`src/rtl/int_ctrl_pkg.sv`:
```
// Shared constants and types for the interrupt controller.
package int_pkg;

   localparam int unsigned INT_NSRC = 8;
   localparam int unsigned INT_IDW  = 3;

   // Register indices on the bus window
   localparam logic [1:0] INT_ENABLE  = 2'd0;
   localparam logic [1:0] INT_MODE    = 2'd1;
   localparam logic [1:0] INT_PENDING = 2'd2;
   localparam logic [1:0] INT_CLAIM   = 2'd3;

   typedef enum logic {
      INT_IDLE   = 1'b0,
      INT_ACTIVE = 1'b1
   } int_state_e;

endpackage

```
`src/rtl/int_ctrl_if.sv`:
```
// Register bus between the BUS decoder (master) and the interrupt controller (slave).
interface int_ctrl_if #(
   parameter int unsigned DW = 16
) ();
   logic          sel;
   logic          we;
   logic [1:0]    addr;
   logic [DW-1:0] wdata;
   logic [DW-1:0] rdata;

   modport master (output sel, output we, output addr, output wdata, input rdata);
   modport slave  (input sel, input we, input addr, input wdata, output rdata);
endinterface

```
`src/rtl/int_ctrl_prio_enc.sv`:
```
// Lowest-index-first priority encoder over the candidate vector.
module int_prio_enc
   import int_pkg::*;
#(
   parameter int unsigned NSRC = INT_NSRC
) (
   input  logic [NSRC-1:0]    req,
   output logic               valid,
   output logic [INT_IDW-1:0] id
);

   // Scan high to low so the lowest set index is the last one written
   always_comb begin
      valid = 1'b0;
      id    = '0;
      for (int i = int'(NSRC) - 1; i >= 0; i--) begin
         if (req[i]) begin
            valid = 1'b1;
            id    = INT_IDW'(i);
         end
      end
   end

endmodule

```
`src/rtl/int_ctrl.sv`:
```
// Interrupt controller: collects raw sources, presents one registered one-hot
// request to the CPU and holds it until software writes CLAIM (EOI).
module int_ctrl
   import int_pkg::*;
#(
   parameter int unsigned NSRC = INT_NSRC,
   parameter int unsigned DW   = 16
) (
   input  logic            clk,
   input  logic            rst,
   int_ctrl_if.slave       bus,
   input  logic [NSRC-1:0] irq_src,
   output logic [NSRC-1:0] int_req
);

   logic [NSRC-1:0]    src_q, enable_q, mode_q, pend_q, pend_d;
   logic [NSRC-1:0]    pending, cand, w1c, eoi_clr, edge_det;
   logic [NSRC-1:0]    int_req_q, int_req_d;
   logic [INT_IDW-1:0] id_q, id_d, enc_id;
   logic               enc_valid, wr, eoi;
   int_state_e         state_q, state_d;

   assign wr       = bus.sel & bus.we;
   assign eoi      = wr && (bus.addr == INT_CLAIM) && (state_q == INT_ACTIVE);
   assign w1c      = (wr && bus.addr == INT_PENDING) ? bus.wdata[NSRC-1:0] : '0;
   assign eoi_clr  = eoi ? (mode_q & (NSRC'(1) << id_q)) : '0;
   assign edge_det = irq_src & ~src_q;

   // Edge bits: a new edge beats any clear in the same cycle. Level bits are
   // kept at 0 in pend_q so a later switch to edge mode starts clean.
   assign pend_d  = mode_q & ((pend_q & ~w1c & ~eoi_clr) | edge_det);
   assign pending = (mode_q & pend_q) | (~mode_q & src_q);
   assign cand    = pending & enable_q;

   // Source sampling and software-visible registers
   always_ff @(posedge clk) begin
      if (rst) begin
         src_q    <= '0;
         pend_q   <= '0;
         enable_q <= '0;
         mode_q   <= '0;
      end else begin
         src_q  <= irq_src;
         pend_q <= pend_d;
         if (wr && bus.addr == INT_ENABLE) enable_q <= bus.wdata[NSRC-1:0];
         if (wr && bus.addr == INT_MODE)   mode_q   <= bus.wdata[NSRC-1:0];
      end
   end

   int_prio_enc #(
      .NSRC (NSRC)
   ) u_prio_enc (
      .req   (cand),
      .valid (enc_valid),
      .id    (enc_id)
   );

   // FSM state, latched id and registered request
   always_ff @(posedge clk) begin
      if (rst) begin
         state_q   <= INT_IDLE;
         id_q      <= '0;
         int_req_q <= '0;
      end else begin
         state_q   <= state_d;
         id_q      <= id_d;
         int_req_q <= int_req_d;
      end
   end

   // Next-state: grab the highest-priority candidate, then hold until EOI
   always_comb begin
      state_d   = state_q;
      id_d      = id_q;
      int_req_d = int_req_q;
      case (state_q)
         INT_IDLE: begin
            if (enc_valid) begin
               id_d      = enc_id;
               int_req_d = NSRC'(1) << enc_id;
               state_d   = INT_ACTIVE;
            end
         end
         INT_ACTIVE: begin
            if (eoi) begin
               int_req_d = '0;
               state_d   = INT_IDLE;
            end
         end
         default: state_d = INT_IDLE;
      endcase
   end

   assign int_req = int_req_q;

   // Register read mux; bus reads 0 when not selected
   always_comb begin
      bus.rdata = '0;
      if (bus.sel) begin
         case (bus.addr)
            INT_ENABLE:  bus.rdata = DW'(enable_q);
            INT_MODE:    bus.rdata = DW'(mode_q);
            INT_PENDING: bus.rdata = DW'(pending);
            INT_CLAIM:   bus.rdata = DW'({state_q == INT_ACTIVE, 4'b0000, id_q});
            default:     bus.rdata = '0;
         endcase
      end
   end

endmodule

```
`src/flat_wrapper.sv`:
```
// flat-port wrapper written by rule: the top's interface ports become plain ports
module int_ctrl_flat import int_pkg::*;
#(
   parameter int unsigned NSRC = INT_NSRC,
   parameter int unsigned DW   = 16
)
  (clk, rst, irq_src, int_req, bus_sel, bus_we, bus_addr, bus_wdata, bus_rdata);
  int_ctrl_if #(.DW(DW)) bus_i ();
  input  logic clk;
  input  logic rst;
  input  logic [NSRC-1:0] irq_src;
  output logic [NSRC-1:0] int_req;
  input wire logic [$bits(bus_i.sel)-1:0] bus_sel;
  input wire logic [$bits(bus_i.we)-1:0] bus_we;
  input wire logic [$bits(bus_i.addr)-1:0] bus_addr;
  input wire logic [$bits(bus_i.wdata)-1:0] bus_wdata;
  output wire logic [$bits(bus_i.rdata)-1:0] bus_rdata;
  assign bus_i.sel = bus_sel;
  assign bus_i.we = bus_we;
  assign bus_i.addr = bus_addr;
  assign bus_i.wdata = bus_wdata;
  assign bus_rdata = bus_i.rdata;
  int_ctrl #(.NSRC(NSRC), .DW(DW)) u_core (.clk(clk), .rst(rst), .bus(bus_i), .irq_src(irq_src), .int_req(int_req));
endmodule
```
`config.mk`:
```
export PLATFORM = sky130hd
export DESIGN_NAME = int_ctrl_flat
export DESIGN_NICKNAME = d
export VERILOG_FILES = /design/src/rtl/int_ctrl_pkg.sv /design/src/rtl/int_ctrl_if.sv /design/src/rtl/int_ctrl_prio_enc.sv /design/src/rtl/int_ctrl.sv /design/src/flat_wrapper.sv
export SDC_FILE = /design/constraint.sdc
export NUM_CORES = 1
export LEC_CHECK = 0
export ABC_AREA = 1
export CAP_MARGIN = 20
export CELL_PAD_IN_SITES_DETAIL_PLACEMENT = 0
export CELL_PAD_IN_SITES_GLOBAL_PLACEMENT = 1
export CORE_UTILIZATION = 34
export DETAILED_ROUTE_END_ITERATION = 10
export HOLD_SLACK_MARGIN = 0.02
export PLACE_DENSITY_LB_ADDON = 0.1
export SYNTH_ARGS = -nofsm -noshare
export SYNTH_HDL_FRONTEND = slang
export SYNTH_SLANG_ARGS = --single-unit
```
`constraint.sdc`:
```
create_clock -name clk -period 2.1 [get_ports clk]
set_clock_uncertainty 0.2 [all_clocks]
set_input_delay 0.315 -clock clk [delete_from_list [all_inputs] [get_ports clk]]
set_output_delay 0.315 -clock clk [all_outputs]
set_load 0.02 [all_outputs]
```
==> results of run 1 <==
## final cells by class
class	instances	area, sq um	share of cell area, %
Tap cell	77	96.34	3.282
Clock inverter	2	10.01	0.3410
Sequential cell	44	880.8	30.01
Timing Repair Buffer	54	473.0	16.11
Inverter	52	200.2	6.820
Clock buffer	6	82.58	2.813
Multi-Input combinational cell	204	1192	40.62
## state kept, by name (all words and copies together), names as in the netlist
register and flops:
u_core.enable_q 8, u_core.int_req 8, u_core.mode_q 8, u_core.pend_q 8, u_core.src_q 8, u_core.id_q 3
u_core.state_q 1
## cell families (layout without fill, tap and decap cells)
| logic type | Yosys count | after routing | synth area share [%] |
|---|---|---|---|
| buffers and inverters | 66 | 114 | 13.10 |
| other | 1 | 8 | 0.1610 |
| DFF | 44 | 44 | 37.81 |
| AOI/OAI and AO/OA | 72 | 72 | 17.88 |
| and+or+nand+nor | 124 | 124 | 31.04 |
## metal layers
layer / vias to the layer above / GRT usage, % / wire length [um]
met4: 0 / 4.622 / 24
met1: 982 / 23.84 / 2993
met3: 2 / 4.130 / 169
met5: - / 0 / 0
met2: 30 / 30.30 / 2923
li1: 1114 / - / -
## critical path: cells and delay by family
kind	cells	cell delay (ns)
buf+inv	3	0.95
compound gates	1	0.22
## where the power goes
group / switching, W / internal [W]
Sequential: 0.0000252 / 0.000864
Clock: 0.000295 / 0.000263
Combinational: 0.000189 / 0.000126
Total: 0.000509 / 0.00125
## placed cells by master, fill, tap and decap left out, types with 8 or more instances in the layout
cell type / n
buf_4: 18
o21ai_0: 25
dfxtp_1: 44
nor3_1: 8
nand2_2: 17
nand3_1: 14
a32oi_1: 8
conb_1: 8
nand2_4: 8
nand2_1: 26
a21oi_1: 27
nand4_1: 12
inv_1: 38
inv_2: 12
nor2_1: 26
clkdlybuf4s50_1: 27
## worst max-delay path by stage
stage | startpoint | end | slack, ns | cells after the start
after floorplan | bus_addr[1] | bus_rdata[7] | 0.15 | 5
after global placement | bus_addr[1] | bus_rdata[3] | -0.54 | 7
after detailed placement | bus_addr[1] | bus_rdata[1] | -0.56 | 7
after CTS | bus_sel | bus_rdata[7] | 0.09 | 4
after global routing | u_core.state_q | bus_rdata[7] | 0.02 | 5
final | bus_sel | bus_rdata[7] | 0.10 | 4
## what timing repair did
action,4_1_cts,5_1_grt
setup endpoints to repair,8,0
resized for setup,44,0
buffers inserted,0,0
## per-stage QoR
step	util [%]	cell area [sq um]	hold WS, ns
2_1_floorplan	-	2356	0.2220
3_3_place_gp	44.00	2858	0.2502
3_5_place_dp	44.00	2858	0.2551
4_1_cts	45.19	2935	0.2690
5_1_grt	45.19	2935	0.2841
6_report	45.19	2935	0.2634
==> run metrics, run 1 <==
outcome=finished with violations; failing checks=design-rule violations; commonest cells in the synthesized netlist=dfxtp_1, inv_1, a21oi_1; n_diodes=0; Max Slew Vio Count=0; pwr/cell area=600.3 nW/um^2; total negative slack=0 ns; post-synth cell types=30; slowest cell on the critical path=clkdlybuf4s50_1; fmax=around 500 MHz; IO Port Bufs=37; total clock sinks=44; Synth top area share=about 38%; CORE AREA=about 6500 sq um; DRC violations left=4; Cell Area, Synth=between 2000 and 2500 sq um; Die H=84.78 um; Leakage=between 1 and 1.5 nW; antenna-violating nets left=0; Via density=between 4 and 5; register area share after synthesis=a little under two fifths; Crit path required time=about 1.6 ns; row cnt=29; Final min period=about 2 ns; share of layout cells above drive strength 1=between 20% and 30%; vias in the first global route=2009; Die X=about 85 um; number of synthesized flops with an enable pin=0; CP cell instances=clkdlybuf4s50_1, inv_1, a221oi_1, buf_2; GRT Residual Overflow=0; clk root buf=clkbuf_8; Reg2Reg Depth=10; Worst VDD drop=0.3961 mV; initial core utilization=approximately 36%; clk buf depth=2; Worst Tran Pin Value=0.5730 ns; via count=about 2100; DRT Wirelength=6.110 mm; Final period util=a little over nine tenths; global-route wire length before repair=about 10 mm; Ports=54; endpoints failing hold=0; Synthesis Warnings=0; async set-reset flop share out of synthesis=0%; H-tree levels=2; TritonCTS clock tree=built; Setup violations, final=0; Layout fillers=between 600 and 700; CP Capture Type=output pin; cell accounting for the most synthesized area=dfxtp_1; pre-CTS WS=-0.5609 ns; wire per inst=13.92 um; Final Non-Filler Cells=around 440; Synth Flop Type=dfxtp_1; CP startpoint kind=input port; CTS clk-pin slew, worst paths=0.08 ns; hold_buf cts=0; syn avg cell area=between 7 and 8 sq um; Hold Path Cell Cnt=2; r2r endpoint=u_core.int_req[6]; unrepaired setup endpoints after global routing=false; kind of path behind the tightest hold check=flop to flop; iteration count of the initial detailed-routing pass=7; delay of the slowest cell on the worst path=0.61 ns; RePlAce Congestion=0.7867; top post-synthesis cells by area=dfxtp_1, inv_1, a21oi_1; hold worst-path end=u_core.int_req[0]; CP max FO=6; Overall Global Routing Usage=between 10% and 20%; CP arrival=roughly 1.5 ns; number of max-cap violations=0; reg-to-reg startpoint=u_core.mode_q[3]; drt first-iter violations=between 100 and 150; Worst R2R Setup Slack=about 0.38 ns; top-count cell post-synth=dfxtp_1; Post-DP HPWL=approximately 4.6 mm; total power=~0.0018 W; fin nets=about 390; pin count of the biggest net entering global routing=26; Slew HR=roughly three fifths; Clock Latency Late Sink=about 0.30 ns; dpl cells=about 430; Num CTS Buffers=5; synthesis-stage register bit count=44; initial antenna violation count=0; hold wc startpoint=u_core.int_req[0]; worst setup slack after layout=between 0.1 and 0.15 ns; Area Overhead vs Synth=25.99%; die area=around 7000 sq um; Gate Count Post-Synth=~310; Setup Crit Path Kind=input port to output pin
Note: power is estimated with default switching activity, not from simulation.
==> inputs of run 2 (changes only) <==
Settings changed: CORE_ASPECT_RATIO from default to 0.5, CORE_UTILIZATION 34 to 32.
Clock period 2.1 ns to 1.7 ns, I/O delays scaled along.
==> run metrics, run 2 (synthesis results as in run 1) <==
outcome=finished with violations (unchanged); failing checks=negative setup slack (was design-rule violations); GRT Residual Overflow=0 (unchanged); reg-to-reg startpoint=u_core.mode_q[6] (was u_core.mode_q[3]); hold worst-path end=u_core.int_req[7] (was u_core.int_req[0]); Post-DP HPWL=5.279 mm (was 4.571 mm); endpoints failing hold=0 (unchanged); unrepaired setup endpoints after global routing=true (was false); CTS clk-pin slew, worst paths=0.06 ns (was 0.08 ns); global-route wire length before repair=11.36 mm (was 9.956 mm); total clock sinks=44 (unchanged); Setup Crit Path Kind=flop to flop (was input port to output pin); slowest cell on the critical path=dfxtp_2 (was clkdlybuf4s50_1); clk root buf=clkbuf_16 (was clkbuf_8); Hold WS=0.2579 ns (was 0.2634 ns); CP startpoint kind=flop (was input port); switching power=0.0007137 W (was 0.0005086 W); antenna-violating nets left=0 (unchanged); Hold Path Cell Cnt=2 (unchanged); cell-internal power=0.001895 W (was 0.001253 W); CP arrival=1.76 ns (was 1.48 ns); die area=7647 sq um (was 7187 sq um); CP cell instances=nand2_1, buf_4, nand3_4, nand2_4, nor2_8, nand2_4, nand2_4, inv_6, nor2_8, nand2_2, a21oi_2 (was clkdlybuf4s50_1, inv_1, a221oi_1, buf_2); Reg2Reg Depth=11 (was 10); most frequent CP cell=nand2_4; pwr/cell area=725.8 nW/um^2 (was 600.3 nW/um^2); TritonCTS clock tree=built (unchanged); post-layout util=52.40% (was 45.19%); Worst R2R Setup Slack=-0.04 ns (was 0.38 ns); CP max FO=8 (was 6); Ports=54 (unchanged); total power=0.002608 W (was 0.001762 W); most frequent cells in the layout=buf_4, dfxtp_1, inv_1, nor2_1, o21ai_0 (was dfxtp_1, inv_1, a21oi_1, clkdlybuf4s50_1); Area Overhead vs Synth=54.24% (was 25.99%); Max Slew Vio Count=0 (unchanged); Die X=122.7 um (was 84.78 um); Buffers & Inverters on Critical Path=2 (was 3); Via density=4.714 (was 4.847); kind of path behind the tightest hold check=flop to flop (unchanged); fmax=approximately 570 MHz; r2r endpoint=u_core.int_req[0] (was u_core.int_req[6]); H-tree levels=2 (unchanged); CP Capture Type=flop (was output pin); initial core utilization=33.97% (was 35.87%); share of layout cells above drive strength 1=43.91% (was 24.03%); drt first-iter violations=112 (was 108); Leakage=1.616 nW (was 1.215 nW); via count=2409 (was 2128); row cnt=21 (was 29); pin count of the biggest net entering global routing=20 (was 26); Clock Latency Late Sink=0.28 ns (was 0.30 ns); worst setup slack after layout=-0.04234 ns (was 0.1035 ns); Setup violations, final=10 (was 0); IO Port Bufs=37 (unchanged); n_diodes=0 (unchanged); delay of the slowest cell on the worst path=0.35 ns (was 0.61 ns); clock share of power=37.7% (was 31.7%); CORE AREA=6858 sq um (was 6495 sq um); switching share of power=27.36% (was 28.87%); Layout fillers=662 (was 670); DRT Wirelength=6.938 mm (was 6.110 mm); initial antenna violation count=0 (unchanged); combinational power share=20.3% (was 17.9%); vias in the first global route=2343 (was 2009); area post-placement=3213 sq um (was 2858 sq um); Final min period=about 1.7 ns; Top delay family on crit path=simple AND/OR/NAND/NOR gates (was buffers and inverters); Seq pwr share=42.0% (was 50.5%); hold wc startpoint=u_core.int_req[7] (was u_core.int_req[0]); Crit path required time=1.72 ns (was 1.58 ns); Die H=62.34 um (was 84.78 um); hold_buf cts=0 (unchanged); iteration count of the initial detailed-routing pass=4 (was 7); final instance area=3593 sq um (was 2935 sq um); clk buf depth=2 (unchanged); RePlAce Congestion=0.7771 (was 0.7867); Worst VDD drop=0.3119 mV (was 0.3961 mV); Overall Global Routing Usage=19.44% (was 18.20%); fin nets=448 (was 391); Num CTS Buffers=5 (unchanged); commonest non-fill, non-tap cell in the layout=buf_4 (was dfxtp_1); number of max-cap violations=0 (unchanged); Final period util=102.5%; wire per inst=13.58 um (was 13.92 um); DRC violations left=0 (was 4)
[run 2: changes by cell type in the layout (fill, tap and decap cells not counted), moves of 6 or more]
cell / previous run / this run
buf_4: 18 / 72
dfxtp_1: 44 / 33
a21oi_1: 27 / 17
a21oi_2: 0 / 10
dfxtp_2: 0 / 10
clkdlybuf4s50_1: 27 / 18
nand2_1: 26 / 19
inv_1: 38 / 32
inv_2: 12 / 18
[run 2: worst max path at each step]
stage                     startpoint           endpoint  slack, ns  cells after the start
floorplan                bus_addr[1]       bus_rdata[7]       0.04                      5
global placement         bus_addr[1]       bus_rdata[0]      -0.86                      7
detailed placement       bus_addr[1]       bus_rdata[0]      -0.90                      7
CTS                 u_core.mode_q[4]  u_core.int_req[3]      -0.06                     13
global route        u_core.mode_q[4]  u_core.int_req[0]      -0.16                     13
finish              u_core.mode_q[6]  u_core.int_req[0]      -0.04                     11
[run 2: cell type report]
| type | instances | area (sq um) | area share (%) |
|---|---|---|---|
| inverter | 52 | 202.7 | 5.641 |
| timing repair buffer | 111 | 919.6 | 25.59 |
| clock buffer | 6 | 138.9 | 3.865 |
| multi-input combinational | 204 | 1310 | 36.46 |
| tap | 92 | 115.1 | 3.203 |
| clock inverter | 2 | 10.01 | 0.2786 |
| sequential | 44 | 897.1 | 24.97 |
[run 2: power groups by stage]
stage               sequential, W  combinational (W)  clock (W)
floorplan                 0.00112           0.000241          0
global placement          0.00111           0.000472          0
detailed placement        0.00111           0.000479          0
CTS                       0.00109           0.000498    0.00102
global route              0.00110           0.000578    0.00106
finish                    0.00109           0.000530   0.000984
[run 2: repair_timing]
| action | CTS | global route |
|---|---|---|
| resized for setup | 77 | 37 |
| pin swaps | 20 | 26 |
| endpoints found under the setup margin | 44 | 22 |
| buffers inserted | 9 | 4 |
| endpoints found under the hold margin | 0 | 0 |
[run 2: stage by stage]
stage                     cells  TNS, ns  setup WS (ns)
after floorplan             314        0        0.04173
after global placement      490   -16.48        -0.8618
after detailed placement    490   -16.92        -0.8958
after CTS                   507  -0.4160       -0.06108
after global routing        511   -1.618        -0.1581
final                       511  -0.2329       -0.04234
[run 2: worst reg2reg max path, delay by kind of cell, from the launching register on]
kind | cells | cell delay, ns
flip-flops | 1 | 0.35
AO/OA/AOI/OAI | 1 | 0.13
AND/OR/NAND/NOR | 8 | 0.80
buffers and inverters | 2 | 0.19
[run 2: layer usage]
layer / track usage [%] / vias to the layer above / share of wire (%)
met5: 0 / - / 0
met4: 3.963 / 0 / 0.78
met3: 4.596 / 6 / 5.3
met2: 30.41 / 61 / 45
met1: 27.02 / 1105 / 49
li1: - / 1237 / -
==> inputs of run 3 (changes only) <==
Settings changed: CORE_ASPECT_RATIO 0.5 to 1.25, SLEW_MARGIN from default to 10.
==> run metrics, run 3 (synthesis results as in run 1) <==
outcome=finished with violations (unchanged); failing checks=negative setup slack (unchanged); share of layout cells above drive strength 1=46.78% (was 43.91%); RePlAce Congestion=0.8087 (was 0.7771); Area Overhead vs Synth=56.61% (was 54.24%); clk buf depth=2 (unchanged); Die X=78.32 um (was 122.7 um); Setup violations, final=12 (was 10); Hold WS=0.2611 ns (was 0.2579 ns); iteration count of the initial detailed-routing pass=4 (unchanged); clk root buf=clkbuf_8 (was clkbuf_16); commonest non-fill, non-tap cell in the layout=buf_4 (unchanged); hold wc startpoint=u_core.int_req[0] (was u_core.int_req[7]); CORE AREA=7019 sq um (was 6858 sq um); die area=7627 sq um (was 7647 sq um); worst setup slack after layout=-0.04516 ns (was -0.04234 ns); kind of path behind the tightest hold check=flop to flop (unchanged); total clock sinks=44 (unchanged); number of max-cap violations=0 (unchanged); pwr/cell area=653.5 nW/um^2 (was 725.8 nW/um^2); via count=2446 (was 2409); Final period util=102.7% (was 102.5%); IO Port Bufs=37 (unchanged); Leakage=1.617 nW (was 1.616 nW); Setup Crit Path Kind=flop to flop (unchanged); Crit path required time=1.74 ns (was 1.72 ns); fmax=573.0 MHz (was 573.9 MHz); Worst VDD drop=0.3751 mV (was 0.3119 mV); CP max FO=5 (was 8); drt first-iter violations=98 (was 112); wire per inst=14.17 um (was 13.58 um); row cnt=34 (was 21); CP startpoint kind=flop (unchanged); Critical path origin=u_core.pend_q[7] (was u_core.mode_q[6]); initial core utilization=33.19% (was 33.97%); global-route wire length before repair=11.25 mm (was 11.36 mm); Die H=97.40 um (was 62.34 um); unrepaired setup endpoints after global routing=true (unchanged); antenna-violating nets left=0 (unchanged); Ports=54 (unchanged); TritonCTS clock tree=built (unchanged); reg-to-reg startpoint=u_core.pend_q[7] (was u_core.mode_q[6]); H-tree levels=2 (unchanged); Num CTS Buffers=5 (unchanged); CTS clk-pin slew, worst paths=0.09 ns (was 0.06 ns); CP Capture Type=flop (unchanged); Hold Path Cell Cnt=2 (unchanged); CP arrival=1.78 ns (was 1.76 ns); Via density=4.806 (was 4.714); initial antenna violation count=0 (unchanged); Final min period=1.745 ns (was 1.742 ns); Overall Global Routing Usage=19.30% (was 19.44%); post-layout util=51.98% (was 52.40%); most frequent cells in the layout=buf_4, inv_1, dfxtp_1, nor2_1 (was buf_4, dfxtp_1, inv_1, nor2_1, o21ai_0); n_diodes=0 (unchanged); DRC violations left=0 (unchanged); Post-DP HPWL=5.242 mm (was 5.279 mm); fin nets=449 (was 448); pin count of the biggest net entering global routing=20 (unchanged); Reg2Reg Depth=10 (was 11); Clock Latency Late Sink=0.30 ns (was 0.28 ns); vias in the first global route=2376 (was 2343); endpoints failing hold=0 (unchanged); DRT Wirelength=7.213 mm (was 6.938 mm); GRT Residual Overflow=0 (unchanged); Max Slew Vio Count=0 (unchanged); hold_buf cts=0 (unchanged)
-- run 3: cell types whose count changed in the layout (fill, tap and decap cells not counted), sizes merged --
cell          delta
clkinv           -2
dlygate4sd2      +1
buf              +1
dlymetal6s2s     -1
clkinvlp         +1
-- run 3: critical path, stage by stage (launching register included) --
cell and delay [ns]:
dfxtp_2 0.36, inv_2 0.04, nand2_2 0.09, buf_6 0.11, nand3_2 0.09, nand2_4 0.10, nor2_8 0.04, buf_6 0.11
nor3_4 0.26, nand4_1 0.16, a21oi_2 0.13
-- run 3: cell type report --
| class | instances | area, sq um |
|---|---|---|
| well taps | 90 | 112.6 |
| multi-input cells | 204 | 1364 |
| clock buffers | 7 | 96.34 |
| repair inverters | 1 | 7.507 |
| repair buffers | 111 | 963.4 |
| flip-flops and latches | 44 | 902.1 |
| inverters | 52 | 202.7 |
| fillers | 732 | 3371 |
-- run 3: worst paths after layout --
check                       to  slack [ns]
min reg2reg  u_core.int_req[0]        0.26
max reg2reg  u_core.int_req[5]       -0.05
max          u_core.int_req[5]       -0.05
min          u_core.int_req[0]        0.26
-- run 3: per-layer routing --
layer	part of all wire, %	global-route usage [%]	vias to the layer above	wire length, um
met3	2.4	3.286	8	175
met2	55	36.10	40	3986
met1	41	21.85	1158	2949
met5	0	0	-	0
li1	-	-	1240	-
met4	1.4	5.698	0	102
-- run 3: report_power, final --
group / internal (W) / switching [W] / leakage, nW / total, W
Combinational: 0.000262 / 0.000301 / 1.20 / 0.000563
Clock: 0.000363 / 0.000366 / 0.0503 / 0.000729
Sequential: 0.00107 / 0.0000234 / 0.366 / 0.00109
-- run 3: stage by stage --
step                setup TNS, ns  power [W]  std cells  instance area (sq um)  setup WS (ns)
floorplan                       0   0.001364        314                   2362        0.04173
global placement           -19.76   0.001584        485                   3188        -0.8984
detailed placement         -20.29   0.001588        485                   3188        -0.8858
CTS                       -0.5555   0.002357        503                   3435       -0.08742
global route               -1.969   0.002491        509                   3649        -0.1651
finish                    -0.3311   0.002384        509                   3649       -0.04516
-- run 3: repair_timing --
action / in CTS / in global routing
setup buffers: 11 / 7
resized for setup: 95 / 54
cloned: 0 / 1
pin swaps: 34 / 25
endpoints found under the setup margin: 48 / 23
